<file path="src/rtl/bit_stream_serializer.sv">
// ---------------------------------------------------------------------------
// bit_stream_serializer
//
// Feeds the serial sequence detector. Parallel words arrive over a
// valid/ready handshake, are held in a 2-entry FIFO, and are shifted out one
// bit per clock on `w`. Between words `w` sits at IDLE_BIT so the detector
// always sees a defined level.
//
// Handshake: a word transfers on a rising edge where data_valid and
// data_ready are both high. data_ready depends only on registered state
// (and reset), never on data_valid, so the producer may hold data_valid
// high indefinitely. data_in is only sampled on a transferring edge.
//
// Ports:
//   clock       rising-edge clock
//   reset       synchronous, active-high reset
//   data_in     parallel word (WIDTH bits)
//   data_valid  producer offers data_in
//   data_ready  a FIFO slot is free this cycle
//   w           serial bit stream (registered)
//   bit_valid   w carries a data bit (registered)
//   frame_start w carries bit 0 of a word (registered)
//   busy        a word is shifting or the FIFO holds a word
//   words_sent  wrapping count of fully transmitted words
// ---------------------------------------------------------------------------
module bit_stream_serializer #(
   parameter int WIDTH     = 8,
   parameter bit MSB_FIRST = 1'b1,
   parameter bit IDLE_BIT  = 1'b0
) (
   input  logic             clock,
   input  logic             reset,
   input  logic [WIDTH-1:0] data_in,
   input  logic             data_valid,
   output logic             data_ready,
   output logic             w,
   output logic             bit_valid,
   output logic             frame_start,
   output logic             busy,
   output logic [15:0]      words_sent
);

   localparam int IW = $clog2(WIDTH);

   typedef enum logic {
      IDLE  = 1'b0,
      SHIFT = 1'b1
   } state_t;

   state_t           state;
   logic [WIDTH-1:0] buf0;      // FIFO head
   logic [WIDTH-1:0] buf1;      // FIFO second entry
   logic [1:0]       count;
   logic [WIDTH-1:0] sreg;      // bits still to send, next one at bit 0
   logic [IW-1:0]    idx;       // index of the bit currently on w
   logic [WIDTH-1:0] head_ord;  // head word reordered so bit 0 goes out first
   logic             push;
   logic             pop;
   logic             last_bit;

   // Reorder a word so the shifter can always transmit from bit 0 upward.
   function automatic logic [WIDTH-1:0] tx_order(input logic [WIDTH-1:0] word);
      logic [WIDTH-1:0] r;
      r = word;
      if (MSB_FIRST) begin
         for (int i = 0; i < WIDTH; i++) begin
            r[i] = word[WIDTH-1-i];
         end
      end
      return r;
   endfunction

   assign data_ready = (count != 2'd2) & ~reset;
   assign push       = data_valid & data_ready;
   assign last_bit   = (state == SHIFT) && (idx == IW'(WIDTH-1));
   // The head is taken either from idle or on the edge retiring the last
   // bit, which gives back-to-back words with no idle gap.
   assign pop        = (count != 2'd0) && ((state == IDLE) || last_bit);
   assign busy       = (state == SHIFT) | (count != 2'd0);
   assign head_ord   = tx_order(buf0);

   always_ff @(posedge clock) begin
      if (reset) begin
         state       <= IDLE;
         buf0        <= '0;
         buf1        <= '0;
         count       <= 2'd0;
         sreg        <= '0;
         idx         <= '0;
         w           <= IDLE_BIT;
         bit_valid   <= 1'b0;
         frame_start <= 1'b0;
         words_sent  <= 16'd0;
      end else begin
         // FIFO update. Push with pop only happens at count 1 (a full FIFO
         // never accepts), so the new word simply becomes the head.
         case ({push, pop})
            2'b10: begin
               if (count == 2'd0) buf0 <= data_in;
               else               buf1 <= data_in;
               count <= count + 2'd1;
            end
            2'b01: begin
               buf0  <= buf1;
               count <= count - 2'd1;
            end
            2'b11: begin
               buf0 <= data_in;
            end
            default: ;
         endcase

         // Shifter
         frame_start <= 1'b0;
         if ((state == SHIFT) && !last_bit) begin
            w    <= sreg[0];
            sreg <= sreg >> 1;
            idx  <= idx + 1'b1;
         end else if (pop) begin
            w           <= head_ord[0];
            sreg        <= head_ord >> 1;
            idx         <= '0;
            bit_valid   <= 1'b1;
            frame_start <= 1'b1;
            state       <= SHIFT;
         end else if (last_bit) begin
            w         <= IDLE_BIT;
            bit_valid <= 1'b0;
            idx       <= '0;
            state     <= IDLE;
         end

         if (last_bit) begin
            words_sent <= words_sent + 16'd1;
         end
      end
   end

endmodule

</file>
<file path="config.mk">
export PLATFORM = sky130hd
export DESIGN_NAME = bit_stream_serializer
export DESIGN_NICKNAME = d
export VERILOG_FILES = /design/src/rtl/bit_stream_serializer.sv
export SDC_FILE = /design/constraint.sdc
export NUM_CORES = 1
export LEC_CHECK = 0
export ABC_AREA = 1
export CORE_MARGIN = 1.5
export CORE_UTILIZATION = 29
export DETAILED_ROUTE_END_ITERATION = 7
export GPL_ROUTABILITY_DRIVEN = 0
export SLEW_MARGIN = 25
export SYNTH_ARGS = -nofsm -noshare
export SYNTH_HDL_FRONTEND = slang
export SYNTH_SLANG_ARGS = --single-unit
</file>
<file path="constraint.sdc">
create_clock -name clock -period 2.3 [get_ports clock]
set_clock_uncertainty 0.15 [all_clocks]
set_input_delay 0.46 -clock clock [delete_from_list [all_inputs] [get_ports clock]]
set_output_delay 0.46 -clock clock [all_outputs]
set_load 0.02 [all_outputs]
</file>
==> impl_metrics.ini, run 1 <==
[run_status]
run_status = finished, final reports clean

[global_route]
grtUsageTotal_pct = 11.4
pin_count_of_the_biggest_net_entering_global_routing = 34
grt_first_pass_wirelength_mm = 7.55
grt_remaining_overflow = 0
grt_pass1_vias = 1749
grt_antenna_before_repair = 0

[setup_path]
critPathRequiredTime_ns = 1.69
critical_path_start_end_classification = register to output pin
path_max_fanout = 6
end_kind = output pin
arrival_time_at_the_worst_endpoint_ns = 1.60
critPathLaunchType = register

[cells_and_area]
count_of_antenna_diodes_in_the_layout = 0
cell_count_final_fillers_out = 431
flow.area_growth_from_synthesis_pct = 23.5
net_total_in_the_final_layout = 347
fillers = 817
final_design_area_no_fill_um2 = 2700
postLayoutCoreUtil_pct = 37.1
drive_above_1_share_pct = 9.04

[die]
io-pin-count = 32
dieHeight_um = 89.9
die_area_um2 = 8080
die_x_um = 89.9
row_cnt = 31
start_util_pct = 30.0
area_of_the_core_um2 = 7290

[synth]
netlist.top_cell.by_area = sky130_fd_sc_hd__dfxtp_1
sequential_fraction_of_the_synthesis_area_pct = 43.0
post_synthesis_sequential_element_count = 47
synth_cell_type_count = 32
avgSynthCellArea_um2 = 7.37
postSynth.asyncResetShare_pct = 0
netlist_instances = 297
yosys_warnings = 0
postSynthNetCount = 313
netlist_top_cells_area = sky130_fd_sc_hd__dfxtp_1 43%, sky130_fd_sc_hd__nand2_1 11%, sky130_fd_sc_hd__nor2_1 6.9%, sky130_fd_sc_hd__inv_1 5.3%, sky130_fd_sc_hd__o21ai_0 5.0%
synth_area_um2 = 2190
synth_enable_flop_cells = 0
synth_top_area_share_pct = 43.0
synth_ff_type = sky130_fd_sc_hd__dfxtp_1

[timing]
max_slew.worst_pin.slew_ns = 0.329
timing.final.setup_violations = 0
holdWs_ns = 0.304
slew-limit-headroom_pct = 78.1
maxClockFrequency_mhz = 452
hold_viol_final = 0
final.min_clock_period_ns = 2.21
grt_setup_unrepaired = no
fin_setup_tns_ns = 0
final.period_utilization_pct = 96.3
post-route-worst-setup-slack_ns = 0.0856
timing_max_transition_violations_final = 0

[routing]
met2_length_mm = 2.08
final_antenna_net_count = 0
drc_errors = 0
route.top_layer_used = met4
dr_wl_met3_um = 207
total_number_of_vias = 1863
post_drt_via_cell_ratio = 4.32
detail_route.iter0.violations = 59
drt_pre_antenna_iters = 4
wl_met1_mm = 2.02
detail_route.wl_per_cell_um = 10.1
total_routed_wirelength_mm = 4.37

[placement]
numPortBuffers = 31
hpwl_mm = 3.21
dpl_worst_slack_ns = -0.101
place.detailed.instances = 423
placed_cell_area_um2 = 2620

[clock_tree]
tritoncts_clock_tree = done
post_cts_buffers = 0
clk_pin_slew_ns = 0.09
clock_tree.buffer_depth = 2
cts.root.buffer_cell = sky130_fd_sc_hd__clkbuf_8
cts-htree-levels = 2
cts-buffers-inserted = 5
cts-hold-fix-buffers = 0
clock_sinks = 47
clock_latency_ns = 0.30

[pwr]
vdd_drop_max_mv = 0.395
powerDensity_nw_per_um2 = 986
power_leakage_nw = 1.14
fin_total_pwr_mw = 2.66

[worst_hold_path]
hold_class = register to register

[run]
drv.max_cap_violation_count = 0
## synthesized netlist by cell type, types with 2 or more instances
cell type	count
sky130_fd_sc_hd__inv_1	31
sky130_fd_sc_hd__inv_2	4
sky130_fd_sc_hd__nor3b_1	2
sky130_fd_sc_hd__nand4_1	4
sky130_fd_sc_hd__buf_1	2
sky130_fd_sc_hd__nor2_4	6
sky130_fd_sc_hd__nor2_1	40
sky130_fd_sc_hd__a211oi_1	2
sky130_fd_sc_hd__nor2_2	2
sky130_fd_sc_hd__nor3_1	3
sky130_fd_sc_hd__a21oi_1	16
sky130_fd_sc_hd__xor2_1	5
sky130_fd_sc_hd__nand2_1	66
sky130_fd_sc_hd__o21ai_0	22
sky130_fd_sc_hd__nand2_2	2
sky130_fd_sc_hd__o21ai_1	6
sky130_fd_sc_hd__nand3_1	17
sky130_fd_sc_hd__clkbuf_1	3
sky130_fd_sc_hd__dfxtp_1	47
sky130_fd_sc_hd__ha_1	5
## layout make-up
type	instances	area (um2)	share of cell area [%]
multi-input cells	205	1050	39.0
flip-flops and latches	47	941	34.8
repair buffers	35	352	13.0
inverters	37	151	5.60
well taps	99	124	4.58
clock buffers	7	76.3	2.82
clock inverters	1	5.00	0.185
## worst paths after layout
kind            start      end  slack (ns)  depth (start not counted)
max          count[0]     busy        0.09                          3
min           buf0[0]  sreg[6]        0.30                          2
max reg2reg    idx[0]  buf0[0]        0.26                         11
min reg2reg   buf0[0]  sreg[6]        0.30                          2
## sequential cells by signal (all words and copies together), names as in the netlist
name / cells
count: 2
sreg: 7
words_sent: 16
frame_start: 1
buf1: 8
idx: 3
w: 1
buf0: 8
state: 1
## repair_timing
| action | in CTS | in global routing |
|---|---|---|
| pin swaps | 0 | 1 |
| resized for setup | 1 | 0 |
| setup endpoints to repair | 1 | 1 |
## placed cells by master (no fill, tap or decap), drive strengths merged, types with 2 or more instances in the layout
cell type,n
clkdlybuf4s50,30
clkbuf,7
nor3,3
nand4,4
a211oi,2
nand3,17
nor2,49
ha,5
dfxtp,47
inv,37
buf,4
nor3b,2
nand2,70
a21oi,16
o21ai,29
xor2,5
## kinds of logic after synthesis
kind of cell    share of synthesized area, %
flops                                   43.0
fa+ha+maj                               2.86
simple gates                            31.2
xor+xnor                                2.00
compound gates                          12.1
buf+inv                                 8.86
## metal layers
| metal | track usage [%] | up-vias |
|---|---|---|
| li1 | - | 1011 |
| met1 | 12.4 | 805 |
| met2 | 20.8 | 39 |
| met3 | 3.13 | 8 |
| met4 | 4.37 | 0 |
| met5 | 0 | - |
## power by group
part	leakage, nW	internal (mW)	total [mW]	switching (mW)
sequential	0.382	0.992	1.11	0.114
clock	0.0422	0.214	0.476	0.262
combinational	0.720	0.410	1.08	0.672
total	1.14	1.62	2.66	1.05
## worst max-delay path, cell delays in order (launching register included)
cell	delay (ns)
sky130_fd_sc_hd__dfxtp_1	0.38
sky130_fd_sc_hd__nor2_4	0.25
sky130_fd_sc_hd__nand2_1	0.12
sky130_fd_sc_hd__clkdlybuf4s50_1	0.56
Note: power is estimated with default switching activity, not from simulation.
==> inputs of run 2 (changes only) <==
REMOVE_ABC_BUFFERS = 1   (was not set)
==> run 2 against run 1 <==
Net effect:
- first-iteration DRC count is 5.1% higher
- sequential cell count stayed put
- fmax rose by 3.0%
- cell count rose by 0.46%
- critical path depth did not move
- critical endpoint unchanged
- non-clock buffer count increased by 3
- clock power increased by 25%
- sequential power about the same
==> impl_metrics.ini, run 2 (synthesis gave the netlist of run 1 again) <==
[clock_tree]
clock_tree.buffer_depth = 2
clock_latency_ns = 0.30
clock_sinks = 47
cts-htree-levels = 2
tritoncts_clock_tree = done
clk_pin_slew_ns = 0.09
cts-hold-fix-buffers = 0
cts.root.buffer_cell = sky130_fd_sc_hd__clkbuf_8
cts-buffers-inserted = 5

[timing]
grt_setup_unrepaired = no
timing.final.setup_violations = 0
max_slew.worst_pin.slew_ns = 0.279
final.min_clock_period_ns = 2.15
final.period_utilization_pct = 93.5
maxClockFrequency_mhz = 465
slew-limit-headroom_pct = 81.3
hold_viol_final = 0
timing_max_transition_violations_final = 0

[global_route]
grt_remaining_overflow = 0
grt_pass1_vias = 1822
grt.met3_usage_pct = 3.47
grt_use_met2_pct = 20.7
grt_first_pass_wirelength_mm = 8.15
grt_util_met1_pct = 14.6
grtUsageTotal_pct = 12.1
pin_count_of_the_biggest_net_entering_global_routing = 26
grt_antenna_before_repair = 0
busiest_layer = met2

[setup_path]
arrival_time_at_the_worst_endpoint_ns = 1.54
critical-path-slowest-cell = sky130_fd_sc_hd__clkdlybuf4s50_1
critical-path-top-delay-family = buffers and inverters
critPathRequiredTime_ns = 1.69
path_max_fanout = 5
end_kind = output pin
critical_path_start_end_classification = register to output pin
critPathLaunchType = register
critical-path-max-stage-delay_ns = 0.61
crit_path_cell_trace = inv_2 > nand2_1 > clkdlybuf4s50_1
critPathBufInv = 2

[pwr]
fin_total_pwr_mw = 2.80
net-switching-power_mw = 1.07
clockPowerShare_pct = 21.1
p_seq_share_pct = 39.5
powerDensity_nw_per_um2 = 1030
power.share.combinational_pct = 39.3
power_leakage_nw = 1.16
intPower_mw = 1.73
netSwitchingFraction_pct = 38.3
vdd_drop_max_mv = 0.357

[routing]
drc_errors = 0
post_drt_via_cell_ratio = 4.44
total_number_of_vias = 1922
detail_route.wl_per_cell_um = 10.5
detail_route.iter0.violations = 62
total_routed_wirelength_mm = 4.57
drt_pre_antenna_iters = 4
final_antenna_net_count = 0

[die]
die_x_um = 89.9
start_util_pct = 30.0
dieHeight_um = 89.9
io-pin-count = 32
area_of_the_core_um2 = 7290
row_cnt = 31
die_area_um2 = 8080

[cells_and_area]
largest_register_ff_count = 16
multi_input_comb_area_um2 = 1050
net_total_in_the_final_layout = 350
postLayoutCoreUtil_pct = 37.5
largestRegisters = words_sent: 16 flops, buf0: 8 flops, buf1: 8 flops
drive_above_1_share_pct = 9.88
layout.cells.most_common_list = 66 x sky130_fd_sc_hd__nand2_1, 47 x sky130_fd_sc_hd__dfxtp_1, 40 x sky130_fd_sc_hd__nor2_1
regArea_um2 = 941
registers.top_by_ff_count = words_sent
count_of_antenna_diodes_in_the_layout = 0
layout_commonest_cell = sky130_fd_sc_hd__nand2_1
fillers = 827
flow.area_growth_from_synthesis_pct = 24.9

[run_status]
run_status = finished, final reports clean

[run]
drv.max_cap_violation_count = 0

[worst_hold_path]
hold_class = register to register

[placement]
hpwl_mm = 3.26
numPortBuffers = 31
run 2: cell types whose count changed in the layout (fill, tap and decap cells not counted):
| cell | delta |
|---|---|
| sky130_fd_sc_hd__clkinv_2 | -1 |
| sky130_fd_sc_hd__bufinv_16 | +1 |
| sky130_fd_sc_hd__buf_4 | +4 |
| sky130_fd_sc_hd__buf_12 | -1 |
| sky130_fd_sc_hd__clkbuf_1 | -1 |
run 2: power by group through the flow:
stage                     Clock [mW]  Combinational (mW)  Sequential, mW
after CTS                      0.610                1.08            1.11
after global placement             0                1.07            1.13
final                          0.593                1.10            1.11
after floorplan                    0               0.768            1.12
after detailed placement           0                1.08            1.13
after global routing           0.645                1.25            1.13
run 2: cell type report:
type | count | share of cell area (%)
Multi-Input combinational cell | 205 | 38.5
Timing Repair Buffer | 38 | 13.2
Clock inverter | 1 | 1.10
Sequential cell | 47 | 34.4
Inverter | 37 | 5.54
Clock buffer | 6 | 2.65
Tap cell | 99 | 4.53
run 2: worst register-to-register path, stage by stage (launching register included):
cell and delay (ns):
sky130_fd_sc_hd__dfxtp_1 0.36, sky130_fd_sc_hd__ha_1 0.16, sky130_fd_sc_hd__ha_1 0.25, sky130_fd_sc_hd__nor2_4 0.09, sky130_fd_sc_hd__nor2_8 0.18, sky130_fd_sc_hd__ha_1 0.22
sky130_fd_sc_hd__buf_4 0.20, sky130_fd_sc_hd__inv_1 0.07, sky130_fd_sc_hd__nand2_1 0.06, sky130_fd_sc_hd__nand2_1 0.05, sky130_fd_sc_hd__nor2_1 0.09, sky130_fd_sc_hd__nor2_1 0.05
run 2: routing by layer:
layer  up-vias  wire length, um
li1       1016                -
met1       861             2170
met2        37             2090
met3         8              241
met4         0               65
met5         -                0
run 2: what timing repair did:
action | in CTS | in global routing
resized for setup | 1 | 0
endpoints found under the hold margin | 0 | 0
pin swaps | 0 | 1
setup buffers | 0 | 2
setup endpoints to repair | 1 | 1
run 2: metrics by stage:
stage                     area (um2)  worst slack [ns]  cells  hold slack, ns  setup TNS [ns]
after floorplan                 2150             0.166    289           0.264               0
after global routing            2730            0.0313    433           0.342               0
after detailed placement        2620          -0.00963    424           0.303        -0.00963
after CTS                       2720            0.0368    431           0.316               0
final                           2730             0.150    433           0.310               0
after global placement          2620            0.0257    424           0.298               0
run 2: path summary, 6_finish.rpt:
path | cells after the start | endpoint | slack, ns | start
worst max-delay path | 3 | busy | 0.15 | state
worst min-delay path | 1 | idx[0] | 0.31 | idx[0]
worst max register to register | 11 | buf0[7] | 0.27 | idx[0]
worst min register to register | 1 | idx[0] | 0.31 | idx[0]
